**config.mk**
```make
export PLATFORM = sky130hd
export DESIGN_NAME = scope_capture_flat
export DESIGN_NICKNAME = d
export VERILOG_FILES = /design/src/rtl/scope_if.sv /design/src/rtl/scope_capture.sv /design/src/flat_wrapper.sv
export SDC_FILE = /design/constraint.sdc
export NUM_CORES = 2
export LEC_CHECK = 0
export ABC_AREA = 1
export CORE_MARGIN = 3
export CORE_UTILIZATION = 25
export CTS_CLUSTER_SIZE = 30
export DETAILED_ROUTE_END_ITERATION = 7
export MAX_ROUTING_LAYER = met4
export PLACE_DENSITY_LB_ADDON = 0.25
export SYNTH_ARGS = -nofsm -noshare
export SYNTH_HDL_FRONTEND = slang
export SYNTH_SLANG_ARGS = --single-unit
```
**constraint.sdc**
```tcl
create_clock -name clk -period 8.3 [get_ports clk]
set_clock_uncertainty 0.15 [all_clocks]
set_input_delay 1.66 -clock clk [delete_from_list [all_inputs] [get_ports clk]]
set_output_delay 1.66 -clock clk [all_outputs]
set_load 0.02 [all_outputs]
```
**src/rtl/scope_if.sv**
```systemverilog
// Sample stream and display read port shared between the acquisition stage
// and its neighbours. The acquisition stage is the slave on both.
interface scope_if #(
  parameter int SAMPLE_W = 8,
  parameter int ADDR_W   = 8
);
  logic                sample_valid;
  logic [SAMPLE_W-1:0] sample;
  logic [ADDR_W-1:0]   rd_addr;
  logic [SAMPLE_W-1:0] rd_data;

  modport master (
    output sample_valid,
    output sample,
    output rd_addr,
    input  rd_data
  );

  modport slave (
    input  sample_valid,
    input  sample,
    input  rd_addr,
    output rd_data
  );
endinterface

```
**src/rtl/scope_capture.sv**
```systemverilog
// Trigger and acquisition stage for the oscilloscope display core.
// Waits for a level crossing (or an auto-mode timeout), decimates the
// post-trigger stream into a DEPTH-point frame buffer, then holds the frame
// until the display's vsync releases it.
module scope_capture #(
  parameter int SAMPLE_W     = 8,
  parameter int LEVEL_W      = 6,
  parameter int ADDR_W       = 8,
  parameter int AUTO_TIMEOUT = 1000000
) (
  input  logic               clk,
  input  logic               rst,
  scope_if.slave             bus,
  input  logic               slope,
  input  logic               mode,
  input  logic [LEVEL_W-1:0] level,
  input  logic [1:0]         time_per_div,
  input  logic               vsync_in,
  output logic               frame_ready,
  output logic               triggered,
  output logic [1:0]         state_out
);

  localparam int DEPTH = 2 ** ADDR_W;
  localparam int TO_W  = (AUTO_TIMEOUT > 1) ? $clog2(AUTO_TIMEOUT) : 1;
  localparam logic [TO_W-1:0] TO_LAST = TO_W'(AUTO_TIMEOUT - 1);

  typedef enum logic [1:0] {
    ARMED   = 2'b00,
    CAPTURE = 2'b01,
    HOLD    = 2'b10
  } state_t;

  state_t state, next_state;

  // Trigger detection state
  logic [SAMPLE_W-1:0] prev;
  logic                prev_valid;
  logic [TO_W-1:0]     to_cnt;

  // Capture state
  logic [1:0]          dec_sel;
  logic [2:0]          dec_cnt;
  logic [ADDR_W-1:0]   wr_addr;
  logic                trig_flag;

  // vsync edge detector
  logic                vsync_d1, vsync_d2;

  // Frame buffer
  logic [SAMPLE_W-1:0] mem [DEPTH];

  // Derived combinational signals
  logic [SAMPLE_W-1:0] thr;
  logic                crossing;
  logic                timeout;
  logic                vsync_edge;
  logic [2:0]          dec_mask;
  logic [2:0]          dec_next;
  logic                mem_we;
  logic [ADDR_W-1:0]   mem_waddr;

  // FSM decode outputs
  logic                trig_start;
  logic                trig_real;
  logic                cap_we;
  logic                cap_last;
  logic                release_frame;

  assign thr        = SAMPLE_W'(level) << (SAMPLE_W - LEVEL_W);
  assign crossing   = prev_valid &&
                      (slope ? (prev > thr && bus.sample <= thr)
                             : (prev < thr && bus.sample >= thr));
  assign timeout    = mode && (to_cnt == TO_LAST);
  assign vsync_edge = vsync_d1 & ~vsync_d2;
  // Counter is dec_sel bits wide: masking the increment makes it wrap at 2**dec_sel.
  assign dec_mask   = 3'((4'd1 << dec_sel) - 4'd1);
  assign dec_next   = (dec_cnt + 3'd1) & dec_mask;
  assign mem_we     = trig_start | cap_we;
  assign mem_waddr  = trig_start ? '0 : wr_addr;
  assign state_out  = state;

  // State register
  // NOTE: sequential state uses non-blocking assignments so every register samples pre-edge values.
  always_ff @(posedge clk or posedge rst) begin
    if (rst) state <= ARMED;
    else     state <= next_state;
  end

  // Next-state and per-cycle control decode
  // NOTE: every output gets a default first, so no path leaves a signal unassigned (no latches).
  always_comb begin
    next_state    = state;
    trig_start    = 1'b0;
    trig_real     = 1'b0;
    cap_we        = 1'b0;
    cap_last      = 1'b0;
    release_frame = 1'b0;
    case (state)
      ARMED: begin
        // A crossing on the timeout sample wins, so trig_real follows crossing.
        if (bus.sample_valid && (crossing || timeout)) begin
          trig_start = 1'b1;
          trig_real  = crossing;
          next_state = CAPTURE;
        end
      end
      CAPTURE: begin
        if (bus.sample_valid && dec_next == 3'd0) begin
          cap_we = 1'b1;
          if (wr_addr == '1) begin
            cap_last   = 1'b1;
            next_state = HOLD;
          end
        end
      end
      HOLD: begin
        // Only edges seen while already holding release the frame.
        if (vsync_edge) begin
          release_frame = 1'b1;
          next_state    = ARMED;
        end
      end
      default: next_state = ARMED;
    endcase
  end

  // Trigger history, decimation, write pointer and frame status registers
  always_ff @(posedge clk or posedge rst) begin
    if (rst) begin
      prev        <= '0;
      prev_valid  <= 1'b0;
      to_cnt      <= '0;
      dec_sel     <= 2'd0;
      dec_cnt     <= 3'd0;
      wr_addr     <= '0;
      trig_flag   <= 1'b0;
      frame_ready <= 1'b0;
      triggered   <= 1'b0;
      vsync_d1    <= 1'b0;
      vsync_d2    <= 1'b0;
    end else begin
      vsync_d1 <= vsync_in;
      vsync_d2 <= vsync_d1;

      if (state == ARMED && bus.sample_valid) begin
        prev       <= bus.sample;
        prev_valid <= 1'b1;
        if (!trig_start && mode) to_cnt <= to_cnt + TO_W'(1);
      end

      if (trig_start) begin
        dec_sel   <= time_per_div;
        dec_cnt   <= 3'd0;
        wr_addr   <= ADDR_W'(1);
        trig_flag <= trig_real;
      end

      if (state == CAPTURE && bus.sample_valid) dec_cnt <= dec_next;
      if (cap_we) wr_addr <= wr_addr + ADDR_W'(1);

      if (cap_last) begin
        frame_ready <= 1'b1;
        triggered   <= trig_flag;
      end

      // Re-arming: the next valid sample only seeds prev and cannot trigger.
      if (release_frame) begin
        frame_ready <= 1'b0;
        prev_valid  <= 1'b0;
        to_cnt      <= '0;
      end
    end
  end

  // Frame buffer write port
  // NOTE: the buffer RAM has no reset; frame_ready tells the reader when its contents are valid.
  always_ff @(posedge clk) begin
    if (mem_we) mem[mem_waddr] <= bus.sample;
  end

  // Synchronous display read port, active in every state
  always_ff @(posedge clk or posedge rst) begin
    if (rst) bus.rd_data <= '0;
    else     bus.rd_data <= mem[bus.rd_addr];
  end

endmodule
```
**src/flat_wrapper.sv**
```systemverilog
// flat-port wrapper written by rule: the top's interface ports become plain ports
module scope_capture_flat 
#(
  parameter int SAMPLE_W     = 8,
  parameter int LEVEL_W      = 6,
  parameter int ADDR_W       = 8,
  parameter int AUTO_TIMEOUT = 1000000
)
  (clk, rst, slope, mode, level, time_per_div, vsync_in, frame_ready, triggered, state_out, bus_sample_valid, bus_sample, bus_rd_addr, bus_rd_data);
  scope_if #(.SAMPLE_W(SAMPLE_W), .ADDR_W(ADDR_W)) bus_i ();
  input  logic clk;
  input  logic rst;
  input  logic slope;
  input  logic mode;
  input  logic [LEVEL_W-1:0] level;
  input  logic [1:0] time_per_div;
  input  logic vsync_in;
  output logic frame_ready;
  output logic triggered;
  output logic [1:0] state_out;
  input wire logic [$bits(bus_i.sample_valid)-1:0] bus_sample_valid;
  input wire logic [$bits(bus_i.sample)-1:0] bus_sample;
  input wire logic [$bits(bus_i.rd_addr)-1:0] bus_rd_addr;
  output wire logic [$bits(bus_i.rd_data)-1:0] bus_rd_data;
  assign bus_i.sample_valid = bus_sample_valid;
  assign bus_i.sample = bus_sample;
  assign bus_i.rd_addr = bus_rd_addr;
  assign bus_rd_data = bus_i.rd_data;
  scope_capture #(.SAMPLE_W(SAMPLE_W), .LEVEL_W(LEVEL_W), .ADDR_W(ADDR_W), .AUTO_TIMEOUT(AUTO_TIMEOUT)) u_core (.clk(clk), .rst(rst), .bus(bus_i), .slope(slope), .mode(mode), .level(level), .time_per_div(time_per_div), .vsync_in(vsync_in), .frame_ready(frame_ready), .triggered(triggered), .state_out(state_out));
endmodule
```
==> results of run 1 <==
## cell usage after synthesis, types with 2 or more instances
cell      instances  share of area, %
clkinv_1          2            0.0089
clkbuf_1        310               1.4
buf_1            65              0.29
o32ai_1           2             0.021
a21oi_1          70              0.41
xnor2_1           3             0.031
o21ai_0         926               5.5
nand4_1          11             0.081
inv_1           130              0.58
o21ai_2           4             0.041
dfrtp_1          57               1.7
nand2_1         811               3.6
xor2_1           10              0.10
inv_2             2            0.0089
nand3_1         711               4.2
o31ai_1           7             0.062
buf_2           112              0.66
o22ai_1         436               3.2
nor2_1         1162               5.1
o21ai_1          13             0.077
nor4_1            6             0.044
nor3_1            9             0.053
buf_4             5             0.044
nand2_2           2             0.015
ha_1             15              0.22
edfxtp_1       2048                72
## stage by stage
step,utilization (%),instance area [um2],instances,setup slack [ns]
5_1_grt,28.8,96900,11500,2.48
4_1_cts,28.7,96900,11500,2.65
3_5_place_dp,26.7,90000,11100,1.71
3_3_place_gp,26.7,90000,11100,1.67
2_1_floorplan,-,84800,6939,4.04
## cell families after synthesis
group | Yosys count
adder cells (fa/ha/maj) | 15
AND/OR/NAND/NOR | 2717
multiplexers | 1
AO/OA/AOI/OAI | 1461
XOR/XNOR | 13
buffers and inverters | 627
flip-flops | 2105
## metal layers
metal and track usage [%]:
met5 -, met4 4.77, met3 2.42, met2 24.1
met1 21.2
==> results by group, run 1 <==
Floorplan
  • Row cnt: approximately 210
  • IO Pins: 42
  • Die Ht: roughly 590 um
  • Starting Density: 25.2%
  • Die width: a little under 600 um

Place
  • Final GP Congestion: 0.881
  • Port Buf Inserts: a little over 40
  • Final HPWL DP: 160000 um

Global routing
  • Initial antenna violation count: 12
  • Global-route wire length before repair: between 300000 and 400000 um
  • Tot GR Track Use: roughly 16%
  • Total grt overflow: 0
  • Largest net degree at the start of global routing: around 210
  • Vias in the first global route: 55300

Clock network
  • Cts bufs inserted: about 220
  • Hold-fix buffers at CTS: 0
  • Clock tree buffer depth: 3
  • H-tree levels: 4
  • Post-CTS setup buffers: 0
  • Clock Sinks: 2105
  • Post-CTS sizing: 0
  • CTS root buffer: clkbuf_16

Synth
  • Post-Syn Area per Cell: roughly 12 um2
  • Post-synthesis xor/xnor area fraction: less than 1%
  • Largest family of logic cells by synthesized area: simple AND/OR/NAND/NOR gates
  • Compound-Gate Fraction of Synth Area: a little under a tenth
  • Synth Area in Simple Gates: 13.2%
  • Synth Register Bits: around 2100
  • Synth unique cells: 36
  • YS warnings: 0
  • Mapped cell area: approximately 0.085 mm2
  • Mux share of post-synthesis cell area: less than 1%
  • Post-synth ARST share: 2.71%
  • Syn Nets: approximately 7000
  • Post-Synthesis Cells: around 6900
  • Synth Area in Adders: less than 1%
  • Top FF cell, synth: edfxtp_1
  • Post-synthesis sequential area ratio: between 70% and 80%
  • Post-synth EDFFs: roughly 2000

Outcome
  • Fail Step: 5_2_route
  • First error message: [ERROR DRT-0255] Maze Route cannot find path of net clk in worker of routeBox ( 579600 193200 ) ( 588505 241500 ).
  • Status: aborted with a tool error
==> run 2: changes to the inputs <==
CORE_UTILIZATION = 20   (was 25)
CTS_CLUSTER_SIZE = not set   (was 30)
MAX_ROUTING_LAYER = not set   (was met4)
PLACE_DENSITY_LB_ADDON = 0.15   (was 0.25)
==> run 2 against run 1 <==
  * The flow now finishes without violations
  * Synthesized cell count unchanged
  * Global-route usage down 1.8 points
  * Synthesized area unchanged
==> results by group, run 2 <==
Pwr
  • Sw frac: 25.3%
  • Combinational power share: roughly 8.5%
  • Peak supply drop: between 0.15 and 0.2 mV
  • PwrDens: approximately 250 mW/mm2
  • Total power: between 20 and 25 mW
  • Sequential power share: a little under half
  • Int Pwr: 18.5 mW
  • Switching pwr: approximately 6.3 mW
  • Lkg Pwr: 31.4 nW
  • Clock share of power: between 40% and 50%

Finish
  • Most common cell after layout, fill and taps aside: edfxtp_1
  • Largest register FFs: between 2000 and 2500
  • Area Growth Syn to Fin: 17.4%
  • Most flops, register: u_core.mem
  • Biggest regs: u_core.mem: 2048 flops, u_core.to_cnt: 20 flops
  • Nets: 6892
  • Layout cells sized above 1: between 7 and 8%
  • Highest-count cells in the layout ignoring fill and taps: edfxtp_1 (2048), nor2_1 (1162), o21ai_0 (926), nand2_1 (806), nand3_1 (701)

STA
  • Final setup TNS: 0 ns
  • Final Hold Fails: 0
  • Final setup viols: 0
  • Rel. slew slack: approximately 12%
  • Final WS setup: between 2 and 2.5 ns
  • Final Cycle Share: 71.6%
  • Slew Limit Fails: 0
  • Fmax: around 170 MHz
  • RSZ-0062 raised after global routing: false
  • Post-layout minimum cycle time: between 5 and 6 ns
  • Worst slew pin tran: around 1.3 ns

Synth
  • Syn Nets: 6984 (unchanged)
  • Leading cell types by count after synthesis: edfxtp_1 (2048), nor2_1 (1162), o21ai_0 (926), nand2_1 (811), nand3_1 (711)
  • Area leader, netlist: edfxtp_1
  • Synth area leaders: edfxtp_1 (72%), o21ai_0 (5.5%), nor2_1 (5.1%), nand3_1 (4.2%), nand2_1 (3.6%)
  • Synth top area share: 72.5% (unchanged)
  • Top FF cell, synth: edfxtp_1
  • Cell with the most instances after synthesis: edfxtp_1
  • Synth Register Bits: 2105 (unchanged)
  • Post-synthesis sequential area ratio: 74.2% (unchanged)
  • Post-synth EDFFs: 2048 (unchanged)
  • Synth unique cells: 36 (unchanged)
  • Mapped cell area: 0.0848 mm2 (unchanged)
  • Post-Syn Area per Cell: 12.2 um2 (unchanged)
  • YS warnings: 0 (unchanged)
  • Post-Synthesis Cells: 6939 (unchanged)
  • Post-synth ARST share: 2.71% (unchanged)

Floorplan
  • Starting Density: 20.1% (-5.0 points)
  • Row cnt: 238 (+12%)
  • Die width: 657 um (+12%)
  • IO Pins: 42 (unchanged)
  • Core region area: between 0.4 and 0.5 mm2
  • Die Ht: 657 um (+12%)
  • Die area: 0.432 mm2

Hold path
  • Hold Path Sink: u_core.vsync_d2
  • Hold Path Depth: 0
  • Worst hold start: u_core.vsync_d1
  • Hold/Removal Path Class: flip-flop to flip-flop

Drt
  • DR DRC count: 0
  • Routed Antenna Nets: 0
  • Vias/cell: about 4.4
  • Initial drt markers: about 5000
  • Total wire length: 309000 um
  • Vias: between 50000 and 60000
  • Wirelength per Cell: approximately 24 um
  • Pre-antenna DRT Iters: 5

Setup path
  • Largest stage delay, worst path: 0.91 ns
  • CP Data Required Time: roughly 8.6 ns
  • Cell family with most CP delay: simple AND/OR/NAND/NOR gates
  • CP arrival: between 6 and 7 ns
  • Worst-case reg-to-reg path depth: 16
  • Most used cell, CP: nand2_1
  • CP startpoint kind: input port
  • Capturing point of the worst reg2reg path: u_core.mem[204][2]
  • Critical path, cell by cell: clkdlybuf4s50_1 -> inv_1 -> ha_1 -> nand2_1 -> nor2_1 -> nand2_1 -> nand3_1 -> nand2_1 -> nand2_1 -> nand3_2 -> nand2_2 -> nand2_2 -> nand2_1 -> buf_4 -> nand3_1 -> nor2_1
  • Crit path max-delay cell type: nor2_1
  • Critical Path Fanout Max: 22
  • Buf+Inv Stages, Crit Path: 3
  • Crit path kind: input port to flip-flop
  • Flop-to-flop setup slack: 3.18 ns
  • R2r startpoint: u_core.prev[7]
  • Endpoint kind of the worst setup timing path: flip-flop

Place
  • Final GP Congestion: 0.803 (-8.8%)
  • Post-place setup slack: 1.46 ns (-0.245 ns)
  • Final HPWL DP: 185000 um (+15%)
  • Port Buf Inserts: 41 (unchanged)

Clock network
  • Hold-fix buffers at CTS: 0 (unchanged)
  • Clock transition at path regs: roughly 0.060 ns
  • H-tree levels: 4 (unchanged)
  • Post-CTS sizing: 0 (unchanged)
  • Clock tree buffer depth: 4 (+1)
  • Clock Sinks: 2105 (unchanged)
  • Cts bufs inserted: 242 (+9.5%)
  • CTS root buffer: clkbuf_16
  • Post-CTS setup buffers: 0 (unchanged)
  • Clk_lat worst skew: between 0.9 and 1 ns
  • CTS tree: built

Global routing
  • Vias in the first global route: 57600 (+4.1%)
  • Largest net degree at the start of global routing: 203 (-3.8%)
  • Tot GR Track Use: 13.8% (-1.8 points)
  • Global-route wire length before repair: 434000 um (+11%)
  • Initial antenna violation count: 25 (+13)
  • Total grt overflow: 0 (unchanged)

Job
  • Max-Cap Viols: 0

Outcome
  • Status: completed
run 2: cell counts after synthesis:
Identical to the previous run, type by type.
run 2: per-stage QoR:
| step | hold slack, ns | utilization, % | instance area, um2 | std cells |
|---|---|---|---|---|
| CTS | 0.241 | 23.6 | 99500 | 12700 |
| floorplan | 0.204 | - | 84800 | 6939 |
| detailed placement | 0.226 | 21.7 | 91600 | 12200 |
| global route | 0.252 | 23.6 | 99600 | 12700 |
| finish | 0.239 | 23.6 | 99600 | 12700 |
| global placement | 0.216 | 21.7 | 91600 | 12200 |
run 2: how the worst max path moves through the flow:
stage	start	to	slack [ns]	cells past startpoint
2_1_floorplan	level[5]	u_core.mem[165][0]	4.04	17
3_3_place_gp	level[5]	u_core.mem[204][2]	1.37	18
3_5_place_dp	level[5]	u_core.mem[205][2]	1.46	18
4_1_cts	level[5]	u_core.mem[204][2]	2.44	18
5_1_grt	level[5]	u_core.mem[204][2]	1.99	18
6_report	level[5]	u_core.mem[204][2]	2.36	16
run 2: layout make-up:
type                       count  area [um2]
inverter                     134         533
fill                       44500      322000
clock inverter               161        1640
multi-input combinational   4207       19400
antenna                        7        17.5
timing repair buffer         157        1660
clock buffer                 286        6290
tap                         5640        7060
sequential                  2105       62900
run 2: power by group through the flow:
stage / combinational (mW) / sequential (mW) / clock [mW]
after global placement: 2.17 / 12.1 / 0
after CTS: 2.15 / 11.9 / 11.1
after global routing: 2.28 / 11.9 / 11.5
after detailed placement: 2.14 / 12.1 / 0
after floorplan: 1.01 / 12.1 / 0
final: 2.09 / 11.9 / 10.8
run 2: cell families (layout without fill, tap and decap cells):
family / count (synthesis) / in the layout / synth area share, %
buf+inv: 627 / 738 / 2.97
fa+ha+maj: 15 / 15 / 0.221
compound gates: 1461 / 1461 / 9.32
simple gates: 2717 / 2717 / 13.2
xor+xnor: 13 / 13 / 0.134
flops: 2105 / 2105 / 74.2
mux: 1 / 1 / 0.0133
other cells: 0 / 7 / 0
run 2: per-layer routing:
metal	vias up	track usage (%)	wire, um
met3	427	2.10	16100
met4	2	4.54	10000
met5	-	0	13
li1	25100	-	-
met2	1594	22.8	146000
met1	28700	18.5	137000
Note: power is estimated with default switching activity, not from simulation.
